$ cat src/rtl/pipeline_stall_ctrl.sv
// Stall/flush sequencer for the 5-stage pipeline: merges load-use,
// branch, multi-cycle memory and halt events into register enables.
//
// Ports:
//   clk, reset        clock and synchronous active-high reset
//   load_use_hazard   ID depends on a load in EX
//   branch_taken      EX branch resolved taken
//   dmem_req          MEM stage holds a load or store
//   halt_req          WB retires ecall/ebreak
//   pc_write..mem_wb_write  per-stage register write enables
//   if_id_flush, id_ex_flush  insert NOP into IF/ID, ID/EX
//   halted            pipeline permanently stopped
//   stall_cycles      saturating count of cycles with pc_write=0
//   flush_count       saturating count of branch flushes
module pipeline_stall_ctrl #(
    parameter int MEM_WAIT_CYCLES = 2,
    parameter int WCNT_W          = 4,
    parameter int PERF_W          = 32
) (
    input  logic              clk,
    input  logic              reset,
    input  logic              load_use_hazard,
    input  logic              branch_taken,
    input  logic              dmem_req,
    input  logic              halt_req,
    output logic              pc_write,
    output logic              if_id_write,
    output logic              id_ex_write,
    output logic              ex_mem_write,
    output logic              mem_wb_write,
    output logic              if_id_flush,
    output logic              id_ex_flush,
    output logic              halted,
    output logic [PERF_W-1:0] stall_cycles,
    output logic [PERF_W-1:0] flush_count
);

    typedef enum logic [1:0] {
        RUN,
        MEM_WAIT,
        HALTED
    } state_e;

    localparam bit MEM_ON = (MEM_WAIT_CYCLES > 0);
    localparam logic [WCNT_W-1:0] WAIT_INIT =
        MEM_ON ? WCNT_W'(MEM_WAIT_CYCLES - 1) : '0;
    localparam logic [PERF_W-1:0] SAT = {PERF_W{1'b1}};

    state_e            state_q, state_d;
    logic [WCNT_W-1:0] wcnt_q, wcnt_d;
    logic              served_q, served_d;
    logic              halted_q, halted_d;
    logic [PERF_W-1:0] stall_q, stall_d;
    logic [PERF_W-1:0] flush_q, flush_d;

    // {pc, if_id, id_ex, ex_mem, mem_wb, if_id_flush, id_ex_flush}
    logic [6:0] ctrl;
    logic       advance;

    always_comb begin
        state_d  = state_q;
        wcnt_d   = wcnt_q;
        served_d = 1'b0;
        halted_d = halted_q;
        stall_d  = stall_q;
        flush_d  = flush_q;
        ctrl     = '0;
        advance  = 1'b0;

        case (state_q)
            RUN: begin
                // served_q marks the release cycle of a one-cycle
                // access, where a held dmem_req must not re-trigger.
                if (MEM_ON && !served_q && dmem_req) begin
                    wcnt_d = WAIT_INIT;
                    if (MEM_WAIT_CYCLES == 1) begin
                        served_d = 1'b1;
                    end else begin
                        state_d = MEM_WAIT;
                    end
                end else begin
                    advance = 1'b1;
                end
            end
            MEM_WAIT: begin
                if (wcnt_q != '0) begin
                    wcnt_d = wcnt_q - WCNT_W'(1);
                end else begin
                    advance = 1'b1;
                    state_d = RUN;
                end
            end
            HALTED: begin
            end
            default: state_d = RUN;
        endcase

        if (advance) begin
            if (halt_req) begin
                state_d  = HALTED;
                halted_d = 1'b1;
            end else if (branch_taken) begin
                // Branch wins over load-use: the dependent
                // instruction is on the wrong path anyway.
                ctrl = 7'b1111111;
                if (flush_q != SAT) flush_d = flush_q + 1'b1;
            end else if (load_use_hazard) begin
                ctrl = 7'b0011101;
            end else begin
                ctrl = 7'b1111100;
            end
        end

        if (state_q != HALTED && !ctrl[6] && stall_q != SAT) begin
            stall_d = stall_q + 1'b1;
        end

        if (reset) ctrl = '0;
    end

    always_ff @(posedge clk) begin
        if (reset) begin
            state_q  <= RUN;
            wcnt_q   <= '0;
            served_q <= 1'b0;
            halted_q <= 1'b0;
            stall_q  <= '0;
            flush_q  <= '0;
        end else begin
            state_q  <= state_d;
            wcnt_q   <= wcnt_d;
            served_q <= served_d;
            halted_q <= halted_d;
            stall_q  <= stall_d;
            flush_q  <= flush_d;
        end
    end

    assign pc_write     = ctrl[6];
    assign if_id_write  = ctrl[5];
    assign id_ex_write  = ctrl[4];
    assign ex_mem_write = ctrl[3];
    assign mem_wb_write = ctrl[2];
    assign if_id_flush  = ctrl[1];
    assign id_ex_flush  = ctrl[0];
    assign halted       = halted_q;
    assign stall_cycles = stall_q;
    assign flush_count  = flush_q;

endmodule

$ cat config.mk
export PLATFORM = sky130hd
export DESIGN_NAME = pipeline_stall_ctrl
export DESIGN_NICKNAME = d
export VERILOG_FILES = /design/src/rtl/pipeline_stall_ctrl.sv
export SDC_FILE = /design/constraint.sdc
export NUM_CORES = 1
export LEC_CHECK = 0
export BUFFER_PORTS_ARGS = -buffer_cell sky130_fd_sc_hd__buf_2
export CORE_MARGIN = 2
export CORE_UTILIZATION = 40
export CTS_CLUSTER_SIZE = 12
export DETAILED_ROUTE_END_ITERATION = 10
export PLACE_DENSITY = 0.64
export SYNTH_ARGS = -nofsm -noshare
export SYNTH_HDL_FRONTEND = slang
export SYNTH_SLANG_ARGS = --single-unit
$ cat constraint.sdc
create_clock -name clk -period 3.3 [get_ports clk]
set_input_delay 0.66 -clock clk [delete_from_list [all_inputs] [get_ports clk]]
set_output_delay 0.66 -clock clk [all_outputs]
set_load 0.05 [all_outputs]
==> run_results.csv, run 1 <==
group,metric,value,unit
critical_path,startpoint,"wcnt_q[0]",
grt,grt_usage,18.7,%
yosys,synthTopCellsByCount,"dfxtp_1, a21oi_1, nand2_1",
pwr,seq_power_share,43.8,%
yosys,synth_top_area_share,37.7,%
grt,grt_overflow_total,0,
placed_design,dpl.cell_count,608,
critical_path,max_stage_delay,310,ps
grt,grt_pass1_wl,15700,um
run,drv_cap,0,
sta,hold_viol,0,
pwr,powerDensity,458,mW/mm2
placed_design,port_buffers,77,
placed_design,post-dp-hpwl,6500,um
pwr,combPwrFrac,9.4,%
cts,cts.repair.resized,0,
hold_path,worstHoldPathType,"reg2reg",
floorplanning,die_h,101,um
yosys,syn_avg_cell_area,8.47,um2
sta,fin_setup_tns,0,ps
sta,fin_skew,15.1,ps
sta,rsz0062_at_grt,"false",
yosys,yosysTopAreaCell,"dfxtp_1",
grt,antenna_found_initial,0,
critical_path,worstPathCellList,"inv_1 -> ha_1 -> and4bb_4 -> nor2_1 -> nor4_4 -> o21a_1 -> buf_2",
placed_design,place_area,0.00418,mm2
yosys,ys_types,60,
pwr,p_leak,1.64,nW
sta,max_clock_freq,366,MHz
critical_path,critPathTopFamily,"simple AND/OR/NAND/NOR gates",
yosys,synth_area,0.00377,mm2
sta,slew_viol_final,0,
critical_path,crit_slowest_cell,"dfxtp_1",
routing,wl_per_cell,15.0,um
placed_design,pre_cts_ws,629,ps
grt,grt_pass1_vias,3272,
placed_design,place_congestion,0.896,
layout,drive_gt1_share,23.4,%
yosys,synth-async-reset-ratio,0,%
layout,area_growth,18.2,%
yosys,synth_most_common_cell,"dfxtp_1",
cts,hold_buffers,0,
routing,final_antenna_net_count,0,
cts,numCtsBuffers,9,
cts,worst_setup_hold_path_clk_slew,70,ps
routing,wl,9340,um
layout,stdcell_count,624,
routing,drc,0,
critical_path,arrival,2080,ps
critical_path,critPathKind,"reg2out",
layout,stdcell_area,0.00445,mm2
critical_path,end_kind,"primary output",
pwr,clkPwrFrac,46.8,%
pwr,peakVddDrop,0.000242,V
critical_path,r2r_slack,920,ps
pwr,switching_share,23.9,%
yosys,ys_seq_area_share,37.7,%
critical_path,crit_required,2640,ps
cts,cts-htree-levels,3,
critical_path,reg2reg_to,"stall_cycles[19]",
floorplanning,ios,78,
cts,clock_sinks,71,
floorplanning,core_area,0.00920,mm2
routing,drt_pass1_iterations,4,
sta,period_share,82.9,%
cts,cts-root-buf,"clkbuf_8",
cts,clockBufferDepth,2,
yosys,synthCells,445,
cts,tritoncts,"done",
sta,setup_slack,564,ps
grt,grt_max_degree,81,
hold_path,min_path_cells,2,
yosys,ys.flop_type,"dfxtp_1",
critical_path,ff2ff_path_depth,7,
routing,vias_per_cell,5.89,
routing,via_count,3678,
yosys,ys_top_cells_by_area,"dfxtp_1, a21oi_1, or4_1",
critical_path,start_kind,"register",
critical_path,path_buf_inv,2,
yosys,ys_warn_count,0,
layout,antenna_cells,0,
pwr,total_power,0.00204,W
floorplanning,die_x,101,um
yosys,syn_nets,454,
cts,postCtsSetupBuffers,0,
sta,max-slew-margin-rel,44.4,%
hold_path,holdPathEnd,"halted",
sta,setup_violations,0,
cts,clkLatencyLatePin,350,ps
pwr,power.internal,0.00155,W
yosys,synth-edff-count,0,
critical_path,path_max_fanout,6,
critical_path,rr_startpoint,"wcnt_q[0]",
layout,nets,517,
floorplanning,rows,35,
sta,worstMarginPinSlew,833,ps
yosys,yosys_register_bits,71,
floorplanning,dieArea,0.0102,mm2
run_status,outcome,"complete, no violations",
sta,min_period,2740,ps
floorplanning,initial_core_util,41.0,%
routing,drt_iter0_markers,209,
hold_path,hold_start,"halted",
pwr,power.switching,0.000487,W
worst register-to-register path: stages (launching register included):
cell and delay, ps:
dfxtp_1 330, inv_1 70, ha_1 220, and4bb_4 230
o211ai_4 280, nand4b_2 400, nor4_1 380, mux2_2 370
power groups by stage:
stage | clock, W | combinational, W | sequential [W]
after floorplan | 0 | 0.000134 | 0.000937
after global placement | 0 | 0.000189 | 0.000913
after detailed placement | 0 | 0.000192 | 0.000913
after CTS | 0.000968 | 0.000192 | 0.000893
after global routing | 0.00101 | 0.000209 | 0.000896
final | 0.000954 | 0.000191 | 0.000893
how the worst max path moves through the flow:
stage             endpoint  cells after the start  slack [ps]
3_3_place_gp   id_ex_flush                      6         700
4_1_cts        id_ex_flush                      7         530
3_5_place_dp   id_ex_flush                      6         630
5_1_grt        id_ex_flush                      7         430
2_1_floorplan     pc_write                      5         110
6_report       id_ex_flush                      7         560
cells in the final DEF, fill, tap and decap left out, drive strengths merged, types with 8 or more instances in the layout:
cell type / Yosys / routed
clkbuf: 13 / 11
dfxtp: 71 / 71
nand4: 22 / 22
nand3: 17 / 17
nand2: 31 / 31
a21oi: 50 / 50
and3: 9 / 9
nor4: 9 / 9
or3: 22 / 22
o31ai: 22 / 22
nor3: 8 / 8
nor2: 24 / 24
buf: 13 / 78
or4: 24 / 24
o21ai: 26 / 26
nor2b: 10 / 10
inv: 9 / 9
layer usage:
| layer | routed length [um] | vias up | GRT usage (%) | part of all wire [%] |
|---|---|---|---|---|
| li1 | - | 1831 | - | - |
| met4 | 127 | 0 | 7.69 | 1.4 |
| met5 | 0 | - | 0 | 0 |
| met3 | 366 | 13 | 3.33 | 3.9 |
| met1 | 4370 | 1762 | 25.0 | 47 |
| met2 | 4480 | 72 | 29.6 | 48 |
state kept, by name, indices dropped and copies added, names as in the netlist:
signal,flops
halted,1
wcnt_q,4
stall_cycles,32
state_q,2
flush_count,32
layout make-up:
type / count / area, um2
clock buffer: 11 / 151
multi-input combinational: 339 / 2190
inverter: 9 / 33.8
timing repair buffer: 78 / 393
tap: 111 / 139
sequential: 71 / 1420
fill: 913 / 4740
clock inverter: 5 / 128
cells by family (layout without fill, tap and decap cells):
family,count (synthesis),in the layout,share of synthesized area (%)
adder cells (fa/ha/maj),3,3,0.996
flip-flops,71,71,37.7
AO/OA/AOI/OAI,116,116,19.5
buffers and inverters,35,103,4.61
multiplexers,7,7,2.09
XOR/XNOR,8,8,1.86
AND/OR/NAND/NOR,205,205,33.2
per-stage QoR:
stage	utilization, %	hold WS, ps
detailed placement	45.4	454
global route	48.4	498
floorplan	-	457
finish	48.4	460
CTS	48.4	465
global placement	45.4	451
Note: power is estimated with default switching activity, not from simulation.
==> inputs of run 2 (changes only) <==
ABC_AREA = 1   (was default)
PLACE_DENSITY = 0.65   (was 0.64)
clock period = 2.4 ns   (was 3.3 ns; I/O delays follow)
==> run 2 against run 1 <==
Effect of this change:
- flip-flop and latch count stayed put
- sequential power up 38%
- combinational power increased by 100%
- via count grew 30%
- area after synthesis up 24%
- first-iteration DRC count up 37%
- sequential share of layout area shrank 6.1 points
- global-route usage is 1.7 points higher
- final cell count increased by 59%
- setup slack worse by 370 ps
- highest routed layer unchanged
==> run_results.csv, run 2 <==
group,metric,value,unit
grt,grt_pass1_vias,4317,
sta,fin_skew,9.27,ps
critical_path,crit_required,1920,ps
floorplanning,ios,78,
yosys,synth-async-reset-ratio,0,%
cts,clockBufferDepth,2,
critical_path,critPathKind,"reg2out",
pwr,total_power,0.00296,W
yosys,synth_most_common_cell,"nand2_1",
yosys,synth_top_area_share,30.4,%
critical_path,ff2ff_path_depth,10,
layout,nets,852,
cts,clock_sinks,71,
floorplanning,initial_core_util,40.9,%
cts,tritoncts,"done",
pwr,powerDensity,538,mW/mm2
sta,max-slew-margin-rel,67.9,%
placed_design,post-dp-hpwl,9480,um
floorplanning,rows,39,
cts,cts-root-buf,"clkbuf_16",
sta,rsz0062_at_grt,"false",
hold_path,holdPathEnd,"halted",
sta,max_clock_freq,454,MHz
routing,final_antenna_net_count,0,
sta,hold_viol,0,
critical_path,worstPathCellList,"inv_1 -> ha_1 -> nand2_1 -> nor2_1 -> nor2_2 -> nor2_1 -> nand2_1 -> inv_1 -> clkbuf_4",
placed_design,port_buffers,77,
cts,worst_setup_hold_path_clk_slew,50,ps
yosys,ys_seq_area_share,30.4,%
routing,wl_per_cell,12.7,um
sta,setup_violations,0,
floorplanning,die_h,112,um
yosys,ys_warn_count,0,
yosys,yosysTopAreaCell,"dfxtp_1",
yosys,syn_avg_cell_area,6.10,um2
critical_path,start_kind,"register",
hold_path,worstHoldPathType,"reg2reg",
cts,numCtsBuffers,9,
layout,antenna_cells,0,
yosys,synth_area,0.00467,mm2
layout,fin_util,48.2,%
yosys,syn_nets,775,
hold_path,min_path_cells,2,
critical_path,path_max_fanout,4,
critical_path,path_buf_inv,3,
sta,fin_setup_tns,0,ps
layout,drive_gt1_share,17.5,%
pwr,p_leak,2.24,nW
critical_path,end_kind,"primary output",
routing,wl,12600,um
critical_path,arrival,1720,ps
hold_path,hold_start,"halted",
floorplanning,core_area,0.0114,mm2
grt,grt_usage,20.4,%
critical_path,reg2reg_to,"stall_cycles[23]",
critical_path,r2r_slack,410,ps
grt,grt_max_degree,34,
layout,area_growth,17.9,%
critical_path,crit_slowest_cell,"dfxtp_1",
layout,final_common_cell,"nand2_1",
grt,grt_pass1_wl,20700,um
cts,clkLatencyLatePin,340,ps
critical_path,rr_startpoint,"stall_cycles[1]",
yosys,ys_top_cells_by_area,"dfxtp_1, nand2_1, nor2_1",
sta,holdWs,458,ps
yosys,ys.flop_type,"dfxtp_1",
grt,grt_overflow_total,0,
critical_path,critPathTopFamily,"buffers and inverters",
cts,postCtsSetupBuffers,0,
yosys,yosys_register_bits,71,
floorplanning,dieArea,0.0126,mm2
sta,slew_viol_final,0,
cts,cts-htree-levels,3,
routing,vias_per_cell,4.81,
sta,period_share,91.9,%
yosys,synthTopCellsByCount,"nand2_1, nor2_1, dfxtp_1",
placed_design,place_congestion,0.910,
layout,fill_cells,1260,
routing,via_count,4765,
routing,drt_pass1_iterations,4,
yosys,ys_types,31,
floorplanning,die_x,112,um
critical_path,max_stage_delay,310,ps
sta,min_period,2200,ps
layout,layout_common_cells,"nand2_1, nor2_1, buf_2",
yosys,synth-edff-count,0,
grt,antenna_found_initial,0,
yosys,synthCells,766,
sta,worstMarginPinSlew,477,ps
pwr,peakVddDrop,0.000456,V
run,drv_cap,0,
routing,drt_iter0_markers,286,
run_status,outcome,"complete, no violations",
routing,drc,0,
-- run 2: worst max-delay path by stage --
| stage | to | slack (ps) | startpoint | cells after the start |
|---|---|---|---|---|
| 2_1_floorplan | pc_write | 40 | reset | 4 |
| 3_3_place_gp | stall_cycles[20] | 420 | stall_cycles[1] | 10 |
| 3_5_place_dp | stall_cycles[20] | 390 | stall_cycles[1] | 10 |
| 4_1_cts | id_ex_write | 140 | wcnt_q[0] | 9 |
| 5_1_grt | mem_wb_write | 20 | wcnt_q[0] | 9 |
| 6_report | mem_wb_write | 200 | wcnt_q[0] | 9 |
-- run 2: cell type report --
cell class              count  area (um2)  area share, %
multi-input cells         628        2940           53.4
flip-flops and latches     71        1420           25.8
repair buffers             90         503           9.14
clock buffers              11         253           4.59
well taps                 143         179           3.25
inverters                  43         161           2.93
clock inverters             4        45.0          0.818
-- run 2: stage by stage --
stage | cell area [um2] | instances | worst slack (ps)
after floorplan | 4670 | 766 | 35.3
after global placement | 5200 | 975 | 416
after detailed placement | 5200 | 975 | 391
after CTS | 5490 | 990 | 136
after global routing | 5500 | 990 | 21.5
final | 5500 | 990 | 195
-- run 2: timing repair --
item,4_1_cts,5_1_grt
gates resized for setup,0,4
setup endpoints to repair,0,3
hold buffers,0,0
endpoints found under the hold margin,0,0
-- run 2: cells by family (layout without fill, tap and decap cells) --
logic type	after synthesis	after routing	share of synthesized area, %
AND/OR/NAND/NOR	526	526	48.3
AO/OA/AOI/OAI	72	72	8.63
flip-flops	71	71	30.4
buffers and inverters	67	148	6.78
XOR/XNOR	27	27	5.06
adder cells (fa/ha/maj)	3	3	0.804
-- run 2: layer usage --
layer | vias up | global-route usage [%] | wire length, um
met3 | 14 | 4.27 | 514
li1 | 2553 | - | -
met2 | 89 | 34.2 | 5830
met1 | 2109 | 26.1 | 6030
met5 | - | 0 | 0
met4 | 0 | 7.56 | 208
-- run 2: power breakdown --
part           leakage, nW  switching, W  internal (W)
clock                0.151      0.000496      0.000849
combinational         1.51      0.000282      0.000101
sequential           0.574     0.0000266       0.00121
-- run 2: worst reg2reg max path, cell delays in order, from the launching register on --
cell	delay, ps
dfxtp_1	410
ha_1	300
nand2_2	90
nor2_4	180
nand2_4	90
nor2_4	140
nand2_1	80
nand2_2	60
buf_4	310
nand2_1	110
a21oi_1	140
